`src/rtl/lsu_mem_arbiter_if.sv`:
```
// LSU-array <-> data-memory arbitration bundle.
// "slave" is the arbiter's view; "master" is the LSU array plus memory controller.
interface lsu_mem_arbiter_if #(
  parameter int NUM_LSUS  = 4,
  parameter int ADDR_BITS = 8,
  parameter int DATA_BITS = 32
);
  logic [NUM_LSUS-1:0]           lsu_read_valid;
  logic [NUM_LSUS*ADDR_BITS-1:0] lsu_read_address;
  logic [NUM_LSUS-1:0]           lsu_read_ready;
  logic [NUM_LSUS*DATA_BITS-1:0] lsu_read_data;
  logic [NUM_LSUS-1:0]           lsu_write_valid;
  logic [NUM_LSUS*ADDR_BITS-1:0] lsu_write_address;
  logic [NUM_LSUS*DATA_BITS-1:0] lsu_write_data;
  logic [NUM_LSUS-1:0]           lsu_write_ready;
  logic                          mem_valid;
  logic                          mem_write;
  logic [ADDR_BITS-1:0]          mem_address;
  logic [DATA_BITS-1:0]          mem_write_data;
  logic                          mem_ready;
  logic [DATA_BITS-1:0]          mem_read_data;

  modport slave (
    input  lsu_read_valid, lsu_read_address, lsu_write_valid,
           lsu_write_address, lsu_write_data, mem_ready, mem_read_data,
    output lsu_read_ready, lsu_read_data, lsu_write_ready,
           mem_valid, mem_write, mem_address, mem_write_data
  );

  modport master (
    output lsu_read_valid, lsu_read_address, lsu_write_valid,
           lsu_write_address, lsu_write_data, mem_ready, mem_read_data,
    input  lsu_read_ready, lsu_read_data, lsu_write_ready,
           mem_valid, mem_write, mem_address, mem_write_data
  );
endinterface

```
`src/rtl/lsu_mem_arbiter.sv`:
```
// Round-robin arbiter sharing one data-memory port among NUM_LSUS LSUs.
// One transaction at a time: IDLE (grant) -> BUSY (wait mem_ready) -> DONE (ready pulse).
module lsu_mem_arbiter #(
  parameter int NUM_LSUS  = 4,
  parameter int ADDR_BITS = 8,
  parameter int DATA_BITS = 32
) (
  input logic          clk,
  input logic          reset,
  lsu_mem_arbiter_if.slave bus
);
  localparam int          IDX_W = (NUM_LSUS > 1) ? $clog2(NUM_LSUS) : 1;
  localparam int unsigned N     = NUM_LSUS;

  typedef enum logic [1:0] {IDLE, BUSY, DONE} state_t;

  state_t               state;
  logic [IDX_W-1:0]     rr_ptr;
  logic [IDX_W-1:0]     grant;
  logic [NUM_LSUS-1:0]  req;
  logic                 pick_found;
  logic [IDX_W-1:0]     pick_idx;
  int unsigned          cand;

  logic [ADDR_BITS-1:0] rd_addr [NUM_LSUS];
  logic [ADDR_BITS-1:0] wr_addr [NUM_LSUS];
  logic [DATA_BITS-1:0] wr_data [NUM_LSUS];
  logic [DATA_BITS-1:0] rdata_q [NUM_LSUS];

  always_comb begin
    for (int unsigned i = 0; i < N; i++) begin
      rd_addr[i] = bus.lsu_read_address[i*ADDR_BITS +: ADDR_BITS];
      wr_addr[i] = bus.lsu_write_address[i*ADDR_BITS +: ADDR_BITS];
      wr_data[i] = bus.lsu_write_data[i*DATA_BITS +: DATA_BITS];
    end
  end

  assign req = bus.lsu_read_valid | bus.lsu_write_valid;

  // First requester at or after rr_ptr, wrapping modulo NUM_LSUS.
  always_comb begin
    pick_found = 1'b0;
    pick_idx   = '0;
    cand       = 0;
    for (int unsigned k = 0; k < N; k++) begin
      cand = 32'(rr_ptr) + k;
      if (cand >= N) cand = cand - N;
      if (!pick_found && req[IDX_W'(cand)]) begin
        pick_found = 1'b1;
        pick_idx   = IDX_W'(cand);
      end
    end
  end

  always_comb begin
    bus.lsu_read_data = '0;
    for (int unsigned i = 0; i < N; i++) begin
      bus.lsu_read_data[i*DATA_BITS +: DATA_BITS] = rdata_q[i];
    end
  end

  always_ff @(posedge clk or negedge reset) begin
    if (!reset) begin
      state               <= IDLE;
      rr_ptr              <= '0;
      grant               <= '0;
      bus.mem_valid       <= 1'b0;
      bus.mem_write       <= 1'b0;
      bus.mem_address     <= '0;
      bus.mem_write_data  <= '0;
      bus.lsu_read_ready  <= '0;
      bus.lsu_write_ready <= '0;
      for (int unsigned i = 0; i < N; i++) begin
        rdata_q[i] <= '0;
      end
    end else begin
      bus.lsu_read_ready  <= '0;
      bus.lsu_write_ready <= '0;
      case (state)
        IDLE: begin
          // Read wins when an LSU presents both; its write stays pending for a later grant.
          if (pick_found) begin
            grant              <= pick_idx;
            bus.mem_write      <= !bus.lsu_read_valid[pick_idx];
            bus.mem_address    <= bus.lsu_read_valid[pick_idx] ? rd_addr[pick_idx]
                                                               : wr_addr[pick_idx];
            bus.mem_write_data <= wr_data[pick_idx];
            bus.mem_valid      <= 1'b1;
            state              <= BUSY;
          end
        end
        BUSY: begin
          if (bus.mem_ready) begin
            bus.mem_valid <= 1'b0;
            if (!bus.mem_write) begin
              bus.lsu_read_ready[grant] <= 1'b1;
              rdata_q[grant]            <= bus.mem_read_data;
            end else begin
              bus.lsu_write_ready[grant] <= 1'b1;
            end
            rr_ptr <= (grant == IDX_W'(N - 1)) ? '0 : grant + IDX_W'(1);
            state  <= DONE;
          end
        end
        DONE:    state <= IDLE;
        default: state <= IDLE;
      endcase
    end
  end
endmodule

```
`src/flat_wrapper.sv`:
```
// flat-port wrapper written by rule: the top's interface ports become plain ports
module lsu_mem_arbiter_flat 
#(
  parameter int NUM_LSUS  = 4,
  parameter int ADDR_BITS = 8,
  parameter int DATA_BITS = 32
)
  (clk, reset, bus_lsu_read_valid, bus_lsu_read_address, bus_lsu_write_valid, bus_lsu_write_address, bus_lsu_write_data, bus_mem_ready, bus_mem_read_data, bus_lsu_read_ready, bus_lsu_read_data, bus_lsu_write_ready, bus_mem_valid, bus_mem_write, bus_mem_address, bus_mem_write_data);
  lsu_mem_arbiter_if #(.NUM_LSUS(NUM_LSUS), .ADDR_BITS(ADDR_BITS), .DATA_BITS(DATA_BITS)) bus_i ();
  input logic clk;
  input logic reset;
  input wire logic [$bits(bus_i.lsu_read_valid)-1:0] bus_lsu_read_valid;
  input wire logic [$bits(bus_i.lsu_read_address)-1:0] bus_lsu_read_address;
  input wire logic [$bits(bus_i.lsu_write_valid)-1:0] bus_lsu_write_valid;
  input wire logic [$bits(bus_i.lsu_write_address)-1:0] bus_lsu_write_address;
  input wire logic [$bits(bus_i.lsu_write_data)-1:0] bus_lsu_write_data;
  input wire logic [$bits(bus_i.mem_ready)-1:0] bus_mem_ready;
  input wire logic [$bits(bus_i.mem_read_data)-1:0] bus_mem_read_data;
  output wire logic [$bits(bus_i.lsu_read_ready)-1:0] bus_lsu_read_ready;
  output wire logic [$bits(bus_i.lsu_read_data)-1:0] bus_lsu_read_data;
  output wire logic [$bits(bus_i.lsu_write_ready)-1:0] bus_lsu_write_ready;
  output wire logic [$bits(bus_i.mem_valid)-1:0] bus_mem_valid;
  output wire logic [$bits(bus_i.mem_write)-1:0] bus_mem_write;
  output wire logic [$bits(bus_i.mem_address)-1:0] bus_mem_address;
  output wire logic [$bits(bus_i.mem_write_data)-1:0] bus_mem_write_data;
  assign bus_i.lsu_read_valid = bus_lsu_read_valid;
  assign bus_i.lsu_read_address = bus_lsu_read_address;
  assign bus_i.lsu_write_valid = bus_lsu_write_valid;
  assign bus_i.lsu_write_address = bus_lsu_write_address;
  assign bus_i.lsu_write_data = bus_lsu_write_data;
  assign bus_i.mem_ready = bus_mem_ready;
  assign bus_i.mem_read_data = bus_mem_read_data;
  assign bus_lsu_read_ready = bus_i.lsu_read_ready;
  assign bus_lsu_read_data = bus_i.lsu_read_data;
  assign bus_lsu_write_ready = bus_i.lsu_write_ready;
  assign bus_mem_valid = bus_i.mem_valid;
  assign bus_mem_write = bus_i.mem_write;
  assign bus_mem_address = bus_i.mem_address;
  assign bus_mem_write_data = bus_i.mem_write_data;
  lsu_mem_arbiter #(.NUM_LSUS(NUM_LSUS), .ADDR_BITS(ADDR_BITS), .DATA_BITS(DATA_BITS)) u_core (.clk(clk), .reset(reset), .bus(bus_i));
endmodule
```
`config.mk`:
```
export PLATFORM = sky130hd
export DESIGN_NAME = lsu_mem_arbiter_flat
export DESIGN_NICKNAME = d
export VERILOG_FILES = /design/src/rtl/lsu_mem_arbiter_if.sv /design/src/rtl/lsu_mem_arbiter.sv /design/src/flat_wrapper.sv
export SDC_FILE = /design/constraint.sdc
export NUM_CORES = 1
export LEC_CHECK = 0
export CORE_AREA = 2 2 161 163
export DETAILED_ROUTE_END_ITERATION = 7
export DIE_AREA = 0 0 163 165
export PLACE_DENSITY = 0.69
export SLEW_MARGIN = 20
export SYNTH_ARGS = -nofsm -noshare
export SYNTH_HDL_FRONTEND = slang
export SYNTH_SLANG_ARGS = --single-unit
```
`constraint.sdc`:
```
create_clock -name clk -period 2.1 [get_ports clk]
set_input_delay 0.42 -clock clk [delete_from_list [all_inputs] [get_ports clk]]
set_output_delay 0.42 -clock clk [all_outputs]
set_load 0.1 [all_outputs]
```
# [Word-level counts from Yosys, hierarchy flattened]
# Index checks and enable logic that the tools add are counted.
[totals] inputBits=235 regBits=184 word_cells=109 output_inout_bits=178
[classes] addsub=8 bitwise_logic=4 mux=50 magnitude_cmp=14 n_eq_ne=4 n_reduce_logical=16
[ops] op="bitwise mux 128 bit" n=1
[ops] op="2-to-1 mux 32 bit" n=3
[ops] op="binary-select mux 32 bit (select 2 bit)" n=1
[ops] op="demux 32 bit (select 2 bit)" n=1
[ops] op="2-to-1 mux 8 bit" n=5
[ops] op="binary-select mux 8 bit (select 2 bit)" n=2
[ops] op="2-to-1 mux 4 bit" n=6
[ops] op="2-to-1 mux 2 bit" n=11
[ops] op="less-than comparator 2 x 3 -> 1 bit, second input constant" n=6
[ops] op=">= comparator 3 bit, second input constant" n=5
[ops] op="2-to-1 mux 1 bit" n=12
[ops] op="binary-select mux 1 bit (select 2 bit)" n=5
[ops] op="subtractor 2 x 1 -> 2 bit, second input constant" n=4
[ops] op="adder 2 x 2 -> 3 bit, second input constant" n=2
[ops] op="NOT 2 -> 3 bit" n=2
[ops] op="AND reduction 2 bit" n=3
[ops] op="AND reduction 3 bit" n=2
[ops] op="logical AND 1 bit" n=5
[ops] op="zero test 1 bit" n=4
[ops] op="OR 4 bit" n=1
[ops] op="one-hot mux 2 bit (2 select lines)" n=1
[ops] op="adder 2 x 1 -> 3 bit, second input constant" n=1
[ops] op=">= comparator 2 x 3 -> 1 bit, second input constant" n=1
[ops] op="less-than comparator 3 x 1 -> 1 bit, second input constant" n=1
[ops] op="11 further kinds" n=11

# [Logic depth before layout (Yosys ltp)]
[logic_depth] ltp_word=19 mapped_depth=9 depth_no_buf=5

# [Least setup slack after synthesis]
# No wires, ideal clock.
[synth_path] path_kind="reg-to-reg" from="register u_core.bus.mem_write" to="register u_core.rdata_q (netlist bit u_core.bus.lsu_read_data[100])" setup_ps=126 arrival_ps=1852 path_slack_ps=122 path_buffers=1 t_required_ps=1974 path_stages_with_launch=5 synth_period_minus_slack_ps=1978 path_cell_list="dfrtp_1 nor2_2 nand2_1 buf_2 mux2_2"
[synth_via] elab_chain_len=2
[synth_lines] item="start, declared" line="lsu_mem_arbiter_if.sv:27" text="mem_valid, mem_write, mem_address, mem_write_data"
[synth_lines] item="start signal, assigned" line="lsu_mem_arbiter.sv:84" text="bus.mem_write <= !bus.lsu_read_valid[pick_idx];"
[synth_lines] item="NOT 1 bit (no line)"
[synth_lines] item="AND reduction 3 bit (no line)"
[synth_lines] item="end signal, assigned by index" line="lsu_mem_arbiter.sv:97" text="rdata_q[grant] <= bus.mem_read_data;"
[synth_lines] item="end, declared" line="lsu_mem_arbiter.sv:28" text="logic [DATA_BITS-1:0] rdata_q [NUM_LSUS];"
# Every way passes these cells.
# A chain may end at the register's enable or synchronous reset.

# [Worst setup path after layout]
[layout_path] from="input bus_lsu_read_valid[2]" to="register u_core.bus.mem_address[0] (netlist bit)"
[layout_via] elab_chain_len=18 elab_cells_between_ends=34 classes_between="mux (25); bitwise (2); reduce/logical (7)"
[layout_lines] item="start, declared" line="flat_wrapper.sv:12" text="input wire logic [$bits(bus_i.lsu_read_valid)-1:0] bus_lsu_read_valid;"
[layout_lines] item="OR 4 bit" line="lsu_mem_arbiter.sv:38" text="assign req = bus.lsu_read_valid | bus.lsu_write_valid;"
[layout_lines] item="binary-select mux 1 bit (select 2 bit)" line="lsu_mem_arbiter.sv:48" text="if (!pick_found && req[IDX_W'(cand)]) begin"
[layout_lines] item="2-to-1 mux 1 bit (implied by the code)" line="lsu_mem_arbiter.sv:48"
[layout_lines] item="2-to-1 mux 1 bit" line="lsu_mem_arbiter.sv:48"
[layout_lines] item="zero test 1 bit" line="lsu_mem_arbiter.sv:48"
[layout_lines] item="logical AND 1 bit" line="lsu_mem_arbiter.sv:48"
[layout_lines] item="2-to-1 mux 1 bit" line="lsu_mem_arbiter.sv:48"
[layout_lines] item="zero test 1 bit" line="lsu_mem_arbiter.sv:48"
[layout_lines] item="logical AND 1 bit" line="lsu_mem_arbiter.sv:48"
[layout_lines] item="2-to-1 mux 1 bit" line="lsu_mem_arbiter.sv:48"
[layout_lines] item="zero test 1 bit" line="lsu_mem_arbiter.sv:48"
[layout_lines] item="logical AND 1 bit" line="lsu_mem_arbiter.sv:48"
[layout_lines] item="2-to-1 mux 2 bit" line="lsu_mem_arbiter.sv:48"
[layout_lines] item="NOT 2 -> 3 bit (implied by the code)" line="lsu_mem_arbiter.sv:85, lsu_mem_arbiter.sv:86"
[layout_lines] item="binary-select mux 8 bit (select 2 bit) (on tied branches)" line="lsu_mem_arbiter.sv:86, lsu_mem_arbiter.sv:85"
[layout_lines] item="2-to-1 mux 8 bit (on tied branches) (2 in a row)" line="lsu_mem_arbiter.sv:86, lsu_mem_arbiter.sv:85"
[layout_lines] item="2-to-1 mux 8 bit" line="lsu_mem_arbiter.sv:85" text="bus.mem_address <= bus.lsu_read_valid[pick_idx] ? rd_addr[pick_idx]"
[layout_lines] item="end signal, assigned" line="lsu_mem_arbiter.sv:85"
[layout_lines] item="end, declared" line="lsu_mem_arbiter_if.sv:27"
# Several ways; a longest one is shown, not always the timed one. The select of a mux whose other input is x is not followed.

==> metrics <==
outcome=finished clean; root buffer cell=clkbuf_16; area of the multi-input gates=3593 um^2; wire length of the first global-routing pass=41.41 mm; highest routed metal layer=met4; Critical R2R Capture=u_core.bus.mem_address[0]; nets@finish=approximately 1300; vias in the first global route=around 7200; GRT Total Usage=around 20%; WHS Endpoint=u_core.bus.mem_valid; num ports=413; Data arrival, critical path=2.32 ns; GP Congestion=0.8908; initial antenna violation count=0; met2 routed WL=13.90 mm; hold_sp=u_core.bus.mem_valid; Final Critical Period=around 2.0 ns; yosys warns=0; Final Setup Violations=0; Area Growth Syn to Fin=57.83%; Die Footprint=about 27000 um^2; CORE AREA=25040 um^2; dpl cells=1378; CTS Buffer Depth=2; TritonCTS clock tree=built; die height=165 um; Rows=58; Clock Latency Late Sink=0.44 ns; Post-synth EDFFs=0; Synth async-reset ratio=100.0%; final wirelength=27.68 mm; Layout Cells excl Fill=1411; DR iter-0 viols=413; Detail Route Antenna Nets=0; Hold Crit Class=flip-flop to flip-flop; total negative setup slack=0 ns; RR Startpoint=u_core.rr_ptr[1]; layout cells sized above 1=around two fifths; vias post-DR=just under 7000; CP peak stage delay=0.51 ns; Residual DRC=0; hold path cells=2; sequential area share after synthesis=53.75%; WL/cell=19.62 um; CP required=2.43 ns; final period utilization=95.05%; wl on met1=~11 mm; FILL cells=about 2200; CP endpoint kind=flip-flop; top fanout value on the critical path=6; Max H-tree Level=4; Seq. cell area=around 4600 um^2; CTS buffer count=17; fin. max-slew vios=0; Slew headroom=a little under 70%; Clock Sink Count=184; largest net degree at the start of global routing=54; port bufs=412; Syn Nets=around 870; drt pass-1 iters=6; vias per inst=4.875; Cell Area, Synth=8566 um^2; commonest non-fill, non-tap cells in the layout=233 x clkdlybuf4s50_1, 214 x buf_4, 184 x dfrtp_1; fmax=0.5010 GHz; unrepaired setup endpoints after global routing=no; crit path cell chain=clkdlybuf4s50_1 > buf_4 > nor4_1 > buf_4 > a311o_2 > buf_4 > a21oi_1 > buf_4 > o211ai_1 > o211ai_1; Post-CTS Setup Repair Bufs=0; Fin. Hold Viols=0; Clock transition at path regs=approximately 0.07 ns; Main synth FF type=dfrtp_1; CP Class=input port to flip-flop; CP max stage cell=clkdlybuf4s50_1; Initial Util=34.21%; Horiz. Die Dim=about 160 um; Synth Instances=626; tightest hold margin=0.4791 ns; Slew @ Worst Pin=between 0.4 and 0.5 ns; reg-to-reg slack, setup=0.14 ns; setup ws final=0.1040 ns; total grt overflow=0; unique cell type count in the Yosys netlist=42; worst reg2reg path depth=7; commonest non-fill, non-tap cell in the layout=clkdlybuf4s50_1; DR WL met3=1.948 mm; synthesized flop and latch total=184; antenna cells=0; synthesized area per cell=around 14 um^2; max-cap check violation count=0; setup slack at placement=-0.3698 ns; startpoint types=input port; Clock Skews=0.02701 ns; post-DP HPWL=21.19 mm; cell mode on critical path=buf_4
-- synthesized netlist by cell type, drive strengths merged (2+ instances only) --
master	instances	share of area (%)
clkbuf	7	0.31
o21ai	2	0.12
inv	7	0.31
o21a	2	0.18
and2	2	0.15
dfrtp	184	54
o211ai	16	1.5
or2	4	0.32
nand3	3	0.32
ha	4	0.58
a32oi	2	0.20
o221ai	32	3.3
nand4	8	0.58
buf	35	3.8
and3	4	0.29
a21oi	4	0.23
mux2	144	19
a21o	2	0.18
o31ai	4	0.35
nor2	4	0.20
nand2	56	2.5
nor3	2	0.31
o21bai	3	0.31
mux2i	88	10
-- metal layers --
metal / up-vias / GRT usage (%)
met4: 0 / 6.919
li1: 3194 / -
met2: 266 / 34.86
met3: 41 / 5.148
met1: 3377 / 24.57
met5: - / 0
-- worst max-delay path, delay by kind of cell --
family / cells / cell delay, ns
AOI/OAI and AO/OA: 4 / 0.73
buffers and inverters: 5 / 1.14
and+or+nand+nor: 1 / 0.05
-- worst max-delay path by stage --
stage,startpoint,endpoint,slack (ns),cells past startpoint
floorplan,u_core.bus.mem_write,u_core.bus.lsu_read_data[100],0.12,4
global placement,bus_lsu_read_valid[0],u_core.bus.mem_write_data[0],-0.30,8
detailed placement,bus_lsu_read_valid[3],u_core.bus.mem_write_data[23],-0.37,7
CTS,bus_lsu_read_valid[3],u_core.bus.mem_write_data[23],0.07,7
global route,bus_lsu_read_valid[2],u_core.bus.mem_address[0],0.01,10
finish,bus_lsu_read_valid[2],u_core.bus.mem_address[0],0.10,10
-- cell families (layout without fill, tap and decap cells) --
logic type,after synthesis,in the layout,share of synthesized area (%)
fa+ha+maj,4,4,0.5843
compound gates,72,72,7.157
simple gates,85,85,4.777
buf+inv,49,504,4.426
flops,184,184,53.75
mux,232,232,29.30
-- timing repair --
item,4_1_cts,5_1_grt
hold buffers,1,0
gates resized for setup,0,1
endpoints found under the setup margin,0,22
hold endpoints to repair,50,0
-- state kept, by name, indices dropped and copies added, names as in the netlist --
signal / count
u_core.bus.mem_valid: 1
u_core.state: 2
u_core.bus.mem_address: 8
u_core.bus.lsu_read_ready: 4
u_core.bus.mem_write: 1
u_core.bus.lsu_write_ready: 4
u_core.rr_ptr: 2
u_core.grant: 2
u_core.bus.lsu_read_data: 128
u_core.bus.mem_write_data: 32
-- final cells by class --
class,count,share of cell area (%)
well taps,330,3.054
inverters,7,0.1944
multi-input cells,393,26.58
clock inverters,14,1.259
clock buffers,18,3.174
flip-flops and latches,184,34.06
repair buffers,465,31.68
-- per-stage QoR --
| step | util (%) | instance area [um^2] |
|---|---|---|
| floorplan | - | 8566 |
| global placement | 51.55 | 12910 |
| detailed placement | 51.55 | 12910 |
| CTS | 53.99 | 13520 |
| global route | 54.00 | 13520 |
| finish | 54.00 | 13520 |
Power is not shown: default switching activity piles up to over one toggle a cycle in this logic, so the estimate is an artifact.
